--- config.mk ---
export PLATFORM = sky130hd
export DESIGN_NAME = dec_display_scheduler
export DESIGN_NICKNAME = d
export VERILOG_FILES = /design/src/rtl/dec_display_scheduler.sv
export SDC_FILE = /design/constraint.sdc
export NUM_CORES = 1
export LEC_CHECK = 0
export CORE_ASPECT_RATIO = 2
export CORE_MARGIN = 2
export CORE_UTILIZATION = 50
export DETAILED_ROUTE_END_ITERATION = 10
export GPL_TIMING_DRIVEN = 0
export PLACE_DENSITY_LB_ADDON = 0.12
export SETUP_SLACK_MARGIN = 0.1
export SLEW_MARGIN = 20
export SYNTH_ARGS = -nofsm -noshare
export SYNTH_HDL_FRONTEND = slang
export SYNTH_SLANG_ARGS = --single-unit
--- constraint.sdc ---
create_clock -name clk_in -period 6.51 [get_ports clk_in]
set_clock_uncertainty 0.05 [all_clocks]
set_input_delay 0.651 -clock clk_in [delete_from_list [all_inputs] [get_ports clk_in]]
set_output_delay 0.651 -clock clk_in [all_outputs]
set_load 0.02 [all_outputs]
--- src/rtl/dec_display_scheduler.sv ---
// Shares one byte-to-decimal converter across NUM_VALS values and scans the
// digits onto a multiplexed 7-seg display. Option: LEADING_ZERO_BLANK_EN.
module dec_display_scheduler #(
  parameter int NUM_VALS    = 4,
  parameter int REFRESH_DIV = 100000,
  parameter int MAX_VAL     = 81
) (
  input  logic                    clk_in,
  input  logic                    rst_n_in,
  input  logic [8*NUM_VALS-1:0]   vals_in,
  input  logic                    update_in,
  output logic                    busy_out,
  output logic                    overflow_out,
  output logic [7:0]              conv_byte_out,
  input  logic [3:0]              conv_ten_in,
  input  logic [3:0]              conv_one_in,
  output logic [2*NUM_VALS-1:0]   an_out,
  output logic [6:0]              cat_out
);

  localparam int ND = 2 * NUM_VALS;
  localparam int IW = (NUM_VALS > 1) ? $clog2(NUM_VALS) : 1;
  localparam int SW = $clog2(ND);
  localparam int CW = $clog2(REFRESH_DIV);

  typedef enum logic [1:0] {
    IDLE,
    DRIVE,
    CAPTURE,
    COMMIT
  } state_t;

  state_t                      state;
  logic                        pending;
  logic [IW-1:0]               idx;
  logic [NUM_VALS-1:0][7:0]    snap;
  logic [ND-1:0][3:0]          shadow;
  logic [ND-1:0][3:0]          disp;
  logic [SW-1:0]               wr_one;
  logic [SW-1:0]               wr_ten;
  logic                        last;
  logic                        too_big;

  assign wr_one  = SW'({idx, 1'b0});
  assign wr_ten  = SW'({idx, 1'b1});
  assign last    = (idx == IW'(NUM_VALS - 1));
  assign too_big = ({24'd0, snap[idx]} > MAX_VAL);

  always_ff @(posedge clk_in) begin
    if (!rst_n_in) begin
      state         <= IDLE;
      pending       <= 1'b0;
      idx           <= '0;
      snap          <= '0;
      busy_out      <= 1'b0;
      overflow_out  <= 1'b0;
      conv_byte_out <= 8'd0;
      shadow        <= '0;
      disp          <= '0;
    end else begin
      unique case (state)
        IDLE: begin
          if (update_in) begin
            snap     <= vals_in;
            idx      <= '0;
            busy_out <= 1'b1;
            state    <= DRIVE;
          end
        end
        DRIVE: begin
          if (update_in) pending <= 1'b1;
          conv_byte_out <= snap[idx];
          state         <= CAPTURE;
        end
        CAPTURE: begin
          if (update_in) pending <= 1'b1;
          if (too_big) begin
            shadow[wr_one] <= 4'hF;
            shadow[wr_ten] <= 4'hF;
            overflow_out   <= 1'b1;
          end else begin
            shadow[wr_one] <= conv_one_in;
            shadow[wr_ten] <= conv_ten_in;
          end
          if (last) begin
            state <= COMMIT;
          end else begin
            idx   <= idx + 1'b1;
            state <= DRIVE;
          end
        end
        COMMIT: begin
          disp <= shadow;
          // A request landing in this cycle chains straight into a new pass
          if (pending || update_in) begin
            pending <= 1'b0;
            snap    <= vals_in;
            idx     <= '0;
            state   <= DRIVE;
          end else begin
            busy_out <= 1'b0;
            state    <= IDLE;
          end
        end
        default: state <= IDLE;
      endcase
    end
  end

  logic [CW-1:0] cnt;
  logic [SW-1:0] scan;
  logic [3:0]    digit;
  logic          blank;
  logic [6:0]    seg;

  assign digit = disp[scan];

`ifdef LEADING_ZERO_BLANK_EN
  assign blank = scan[0] && (digit == 4'd0);
`else
  assign blank = 1'b0;
`endif

  always_comb begin
    seg = 7'h7F;
    unique case (digit)
      4'd0:    seg = 7'h40;
      4'd1:    seg = 7'h79;
      4'd2:    seg = 7'h24;
      4'd3:    seg = 7'h30;
      4'd4:    seg = 7'h19;
      4'd5:    seg = 7'h12;
      4'd6:    seg = 7'h02;
      4'd7:    seg = 7'h78;
      4'd8:    seg = 7'h00;
      4'd9:    seg = 7'h10;
      default: seg = 7'h7F;
    endcase
    if (blank) seg = 7'h7F;
  end

  always_ff @(posedge clk_in) begin
    if (!rst_n_in) begin
      cnt     <= '0;
      scan    <= '0;
      an_out  <= '1;
      cat_out <= 7'h7F;
    end else begin
      if (cnt == CW'(REFRESH_DIV - 1)) begin
        cnt  <= '0;
        scan <= (scan == SW'(ND - 1)) ? '0 : scan + 1'b1;
      end else begin
        cnt <= cnt + 1'b1;
      end
      an_out  <= ~(ND'(1) << scan);
      cat_out <= seg;
    end
  end

endmodule

==> flow_summary.ini, run 1 <==
[setup_path]
critPathMaxStageDelay_ps = 540
crit_required_ps = 6730
cp_num_buf_inv = 1
worstPathArrival_ps = 2800
rr_startpoint = scan[2]$_SDFFE_PN0P_
path_cells = clkbuf_1, mux4_2, mux2i_1, ha_1, a21boi_0, o21ai_0
reg2regPathDepth = 6
cp-start-kind = flop
worstSetupPathType = reg -> reg
cp-end-kind = flop
crit_slowest_cell = dfxtp_1
critPathTopFamily = multiplexers
crit_fanout = 10
ff2ff_setup_slack_ps = 3920
r2r-end = cat_out[1]$_SDFF_PN1_

[synth]
dominantRegCellSynth = dfxtp_1
ys_seq_area_share_pct = 47.5
yosysUniqueCellTypes = 52
synthCells = 621
synth_top_area_share_pct = 47.5
synth-seq-cells = 146
synth_edf_count = 0
synthesis.area_um2 = 6150
synth.top_cells.by_area = dfxtp_1 (48%), mux2i_1 (7.3%), mux4_2 (5.9%), o311a_1 (5.4%), nand2_1 (5.0%)
syn_nets = 685
yosys_warnings = 0
syn_area_per_cell_um2 = 9.90
synth_top_area_cell = dfxtp_1
async_flop_share_pct = 0

[die]
die_h_um = 161
dieWidth_um = 82.4
core.rowCount = 57
fp.coreArea_um2 = 12100
die_area_um2 = 13300
io_pins = 68
start_util_pct = 51.0

[pwr]
p_per_area_nw_per_um2 = 333
power_leakage_nw = 2.90
switching_share_pct = 30.3
seqPwrFrac_pct = 41.0
p_comb_share_pct = 22.0
peakVddDrop_uv = 254
netSwitchingPower_w = 0.000764
p_clk_share_pct = 37.0
power.internal_w = 0.00176

[place]
dp_hpwl_um = 11100
portBuffers = 67
gp_congestion = 0.811

[hold_path]
hp-class = reg -> reg
holdPathStages = 1
min-delay-start = cnt[0]$_SDFF_PP0_
min_to = cnt[0]$_SDFF_PP0_

[grt]
grt_pass1_wl_um = 23700
grt_max_degree = 17
antenna_found_initial = 0
first_global_vias = 4889
grt_overflow = 0
gr-usage-all-layers_pct = 23.9

[timing]
holdWs_ps = 398
fin_crit_ps = 2590
timing.final.crit_share_pct = 39.7
setup_viol = 0
fin_tns_setup_ps = 0
fmaxAchievable_mhz = 387
tightest_slew_ps = 842
hold_viol_final = 0
relSlewSlack_pct = 43.9
drv_slew = 0
rsz0062_at_grt = false

[layout]
fillerInstances = 1076
drive_gt1_share_pct = 8.61
final_nets = 771
finish.utilization_pct = 62.8
syn2layout_area_growth_pct = 23.1
antenna_cells = 0

[routing]
drt-initial-drc-count = 235
drc = 0
wl_met1_um = 5290
dr.pass1.iters = 4
viasPerCell = 5.49
top_layer_used = met4
ant_nets = 0
wl_met3_um = 387
wl_um = 14700
num_vias = 4759
wl_met2_um = 8440
wl_per_cell_um = 17.0

[clock_network]
path_clk_slew_ps = 60
root_buffer = clkbuf_16
cts_buffer_depth = 2
numClockSinks = 146
holdBufCountCts = 0
post_cts_resized = 0
clock_latency_ps = 420
postCtsSetupRepairBufs = 0
htree_levels = 4
cts_tree = built
cts_buffers = 17

[outcome]
status = finished clean

[flow_run]
maxCapViolations = 0
## per-stage QoR
stage,std cells,total power [W],cell area [µm²],setup WS (ps)
global route,867,0.00264,7570,3710
finish,867,0.00252,7570,3920
CTS,867,0.00254,7570,3910
global placement,835,0.00159,7010,3920
detailed placement,835,0.00161,7010,3900
floorplan,621,0.00144,6150,4390
## registers in the layout (all words and copies together) (netlist names)
register / cells
disp: 32
shadow: 32
snap: 32
cnt: 17
an_out: 8
conv_byte_out: 8
cat_out: 7
scan: 3
idx: 2
state: 2
busy_out: 1
overflow_out: 1
pending: 1
## synth_stat cells, drive strengths merged, types with 3 or more instances
| cell type | n |
|---|---|
| xnor2 | 5 |
| a21oi | 41 |
| o21ai | 12 |
| nor2b | 4 |
| nor3 | 6 |
| clkbuf | 27 |
| or3 | 4 |
| o311a | 33 |
| nor4 | 3 |
| mux2i | 45 |
| buf | 11 |
| ha | 21 |
| a21boi | 3 |
| mux4 | 16 |
| nand3 | 8 |
| nand2 | 82 |
| inv | 13 |
| xor2 | 7 |
| a31oi | 3 |
| nand2b | 35 |
| nor2 | 61 |
| dfxtp | 146 |
| nand4 | 8 |
## routing by layer
metal | GRT usage, % | vias up
met2 | 45.2 | 100
met1 | 23.1 | 2256
met4 | 11.6 | 0
met5 | 0 | -
li1 | - | 2369
met3 | 4.78 | 34
## cells in the final DEF (no fill, tap or decap), types with 3 or more instances in the layout
master / netlist / final
nor3_1: 5 / 5
nor2b_1: 4 / 4
clkdlybuf4s50_1: 0 / 67
mux2i_1: 45 / 45
ha_1: 21 / 21
nor2_1: 61 / 61
dfxtp_1: 146 / 146
clkbuf_1: 27 / 27
nand2_1: 82 / 82
a31oi_1: 3 / 3
o21ai_0: 10 / 10
xnor2_1: 5 / 5
buf_6: 4 / 4
nand2b_1: 35 / 35
nand3_1: 8 / 8
inv_6: 0 / 3
nand4_1: 8 / 8
or3_1: 4 / 4
clkinv_2: 0 / 3
inv_1: 12 / 12
xor2_1: 7 / 7
a21oi_1: 40 / 40
mux4_2: 16 / 16
o311a_1: 33 / 33
clkinv_4: 0 / 5
clkbuf_16: 0 / 17
buf_1: 5 / 5
a21boi_0: 3 / 3
## area by class of cell
class                           instances  area (µm²)  share of cell area [%]
Tap cell                              147         184                    2.43
Sequential cell                       146        2920                    38.6
Timing Repair Buffer                   67         671                    8.85
Clock inverter                         14         130                    1.72
Inverter                               14        52.6                   0.694
Multi-Input combinational cell        423        3000                    39.6
Buffer                                 38         175                    2.31
Clock buffer                           18         439                    5.80
## how the worst max path moves through the flow
stage                                     from                     to  cells past startpoint
after floorplan           scan[1]$_SDFFE_PN0P_  cat_out[1]$_SDFF_PN1_                      7
after global placement    scan[2]$_SDFFE_PN0P_  cat_out[1]$_SDFF_PN1_                      6
after detailed placement              rst_n_in  cat_out[1]$_SDFF_PN1_                      4
after CTS                 scan[2]$_SDFFE_PN0P_  cat_out[1]$_SDFF_PN1_                      6
after global routing      scan[2]$_SDFFE_PN0P_  cat_out[3]$_SDFF_PN1_                      7
final                     scan[2]$_SDFFE_PN0P_  cat_out[1]$_SDFF_PN1_                      6
## power by group through the flow
stage	logic, W	registers, W	clock network [W]
floorplan	0.000386	0.00105	0
global placement	0.000544	0.00105	0
detailed placement	0.000561	0.00105	0
CTS	0.000563	0.00103	0.000943
global route	0.000621	0.00104	0.000979
finish	0.000556	0.00103	0.000933
## kinds of logic after synthesis
family | Yosys count | synth area share, %
AND/OR/NAND/NOR | 224 | 17.3
adder cells (fa/ha/maj) | 21 | 4.27
AO/OA/AOI/OAI | 103 | 12.0
XOR/XNOR | 12 | 1.71
flip-flops | 146 | 47.5
buffers and inverters | 52 | 3.70
multiplexers | 63 | 13.5
(Power assumes the default switching activity.)
==> run 2: changes to the inputs <==
==> constraint.sdc (replaced) <==
create_clock -name clk_in -period 2.1 [get_ports clk_in]
set_clock_uncertainty 0.05 [all_clocks]
set_input_delay 0.21 -clock clk_in [delete_from_list [all_inputs] [get_ports clk_in]]
set_output_delay 0.21 -clock clk_in [all_outputs]
set_load 0.02 [all_outputs]
==> run 2 against run 1 <==
Net effect: sequential share of layout area down 2.0 points; first-iteration DRC count down 2.6%; register-to-register slack worse by 3900 ps; combinational power rose to 3.4 times the previous value; clock power rose to 3.4 times the previous value; clock-buffer cell count up 5; design area up 5.8%; setup slack worse by 3900 ps; die area unchanged; critical path type unchanged; largest power group unchanged.
==> flow_summary.ini, run 2 (same netlist as run 1, synthesis figures left out) <==
[outcome]
status = finished clean

[pwr]
switching_share_pct = 28.2
power_leakage_nw = 3.11
power.internal_w = 0.00595
p_per_area_nw_per_um2 = 1030
seqPwrFrac_pct = 38.7
p_clk_share_pct = 38.7
p_comb_share_pct = 22.5
peakVddDrop_uv = 811
netSwitchingPower_w = 0.00234

[setup_path]
path_cells = buf_6, buf_6, buf_6, mux4_2, mux2i_4, buf_6, nor4_4, a31oi_1
worstSetupPathType = reg -> reg
crit_slowest_cell = mux4_2
critPathMaxStageDelay_ps = 580
ff2ff_setup_slack_ps = 8
rr_startpoint = scan[1]$_SDFFE_PN0P_
crit_cells = 8
reg2regPathDepth = 8
crit_fanout = 8
critPathTopFamily = multiplexers
cp-end-kind = flop
worstPathArrival_ps = 2370
crit_top_cell = buf_6
r2r-end = cat_out[5]$_SDFF_PN1_
cp_num_buf_inv = 4
crit_required_ps = 2380
cp-start-kind = flop

[die]
dieWidth_um = 82.4
fp.coreArea_um2 = 12100
start_util_pct = 51.0
die_area_um2 = 13300
io_pins = 68
core.rowCount = 57
die_h_um = 161

[grt]
gr-usage-all-layers_pct = 25.6
first_global_vias = 5258
grt_max_degree = 17
grt_overflow = 0
grt_pass1_wl_um = 25500
antenna_found_initial = 0

[routing]
dr.pass1.iters = 5
viasPerCell = 5.56
num_vias = 4936
drc = 0
ant_nets = 0
wl_per_cell_um = 18.1
drt-initial-drc-count = 229
wl_um = 16000

[place]
place_area_um2 = 7020
gp_congestion = 0.827
portBuffers = 67
dp_hpwl_um = 11300

[timing]
setup_viol = 0
tightest_slew_ps = 660
relSlewSlack_pct = 56.0
holdWs_ps = 292
drv_slew = 0
fin_crit_ps = 2090
rsz0062_at_grt = true
hold_viol_final = 0
timing.final.crit_share_pct = 99.6
fmaxAchievable_mhz = 478

[layout]
top_regs = disp (32), shadow (32), snap (32)
antenna_cells = 0
drive_gt1_share_pct = 15.9
final_cell_mix = dfxtp_1 (142), nand2_1 (81), clkdlybuf4s50_1 (67)
final_area_um2 = 8020
syn2layout_area_growth_pct = 30.3
fillerInstances = 970
layout_commonest_cell = dfxtp_1
final_nets = 792

[hold_path]
min_to = snap[21]$_SDFFE_PN0P_
holdPathStages = 3
min-delay-start = vals_in[21]
hp-class = in -> reg

[clock_network]
root_buffer = clkbuf_16
numClockSinks = 146
htree_levels = 4
cts_buffers = 17
cts_tree = built
path_clk_slew_ps = 60
holdBufCountCts = 0
cts_buffer_depth = 2
clock_latency_ps = 410

[flow_run]
maxCapViolations = 0
==> run 2: worst reg2reg max path, delay by kind of cell (launching register included) <==
family | cells | cell delay, ps
and+or+nand+nor | 1 | 50
buffers and inverters | 4 | 500
AOI/OAI and AO/OA | 1 | 180
muxes | 2 | 900
DFF | 1 | 330
==> run 2: through the flow <==
stage,cells,total power [W],utilization (%),TNS (ps),setup slack (ps)
after CTS,880,0.00828,65.4,-21.6,-21.6
after global placement,835,0.00495,58.2,-7000,-280
after global routing,888,0.00866,66.5,-1460,-79.4
after floorplan,621,0.00445,-,0,101
final,888,0.00830,66.5,0,8.25
after detailed placement,835,0.00501,58.2,-10640,-349
==> run 2: worst max path at each step <==
stage,from,end,slack [ps]
3_3_place_gp,scan[2]$_SDFFE_PN0P_,cat_out[1]$_SDFF_PN1_,-280
4_1_cts,scan[1]$_SDFFE_PN0P_,cat_out[1]$_SDFF_PN1_,-20
2_1_floorplan,scan[1]$_SDFFE_PN0P_,cat_out[1]$_SDFF_PN1_,100
6_report,scan[1]$_SDFFE_PN0P_,cat_out[5]$_SDFF_PN1_,8
3_5_place_dp,scan[2]$_SDFFE_PN0P_,cat_out[1]$_SDFF_PN1_,-350
5_1_grt,idx[0]$_SDFFE_PN0P_,shadow[15]$_SDFFE_PN0P_,-80
==> run 2: what timing repair did <==
item,4_1_cts,5_1_grt
pin swaps,4,7
gates cloned,2,0
buffers inserted,11,8
endpoints found under the setup margin,110,52
resized for setup,45,28
==> run 2: power groups by stage <==
stage,logic (W),registers (W),clock network (W)
6_report,0.00187,0.00321,0.00321
5_1_grt,0.00206,0.00324,0.00336
4_1_cts,0.00183,0.00321,0.00324
3_5_place_dp,0.00174,0.00327,0
3_3_place_gp,0.00169,0.00325,0
2_1_floorplan,0.00120,0.00326,0
==> run 2: cell type report <==
cell class              instances  area (µm²)  share of cell area, %
multi-input cells             423        3150                   39.3
well taps                     147         184                   2.29
clock inverters                 9         153                   1.90
clock buffers                  23         478                   5.96
flip-flops and latches        146        2940                   36.6
inverters                      14        56.3                  0.702
plain buffers                  38         214                   2.67
repair buffers                 88         847                   10.6
==> run 2: routing by layer <==
layer / up-vias / GRT usage (%) / part of all wire [%]
met3: 42 / 5.11 / 2.5
met4: 0 / 12.4 / 3.8
met2: 112 / 49.0 / 58
met5: - / 0 / 0
li1: 2405 / - / -
met1: 2377 / 24.3 / 36
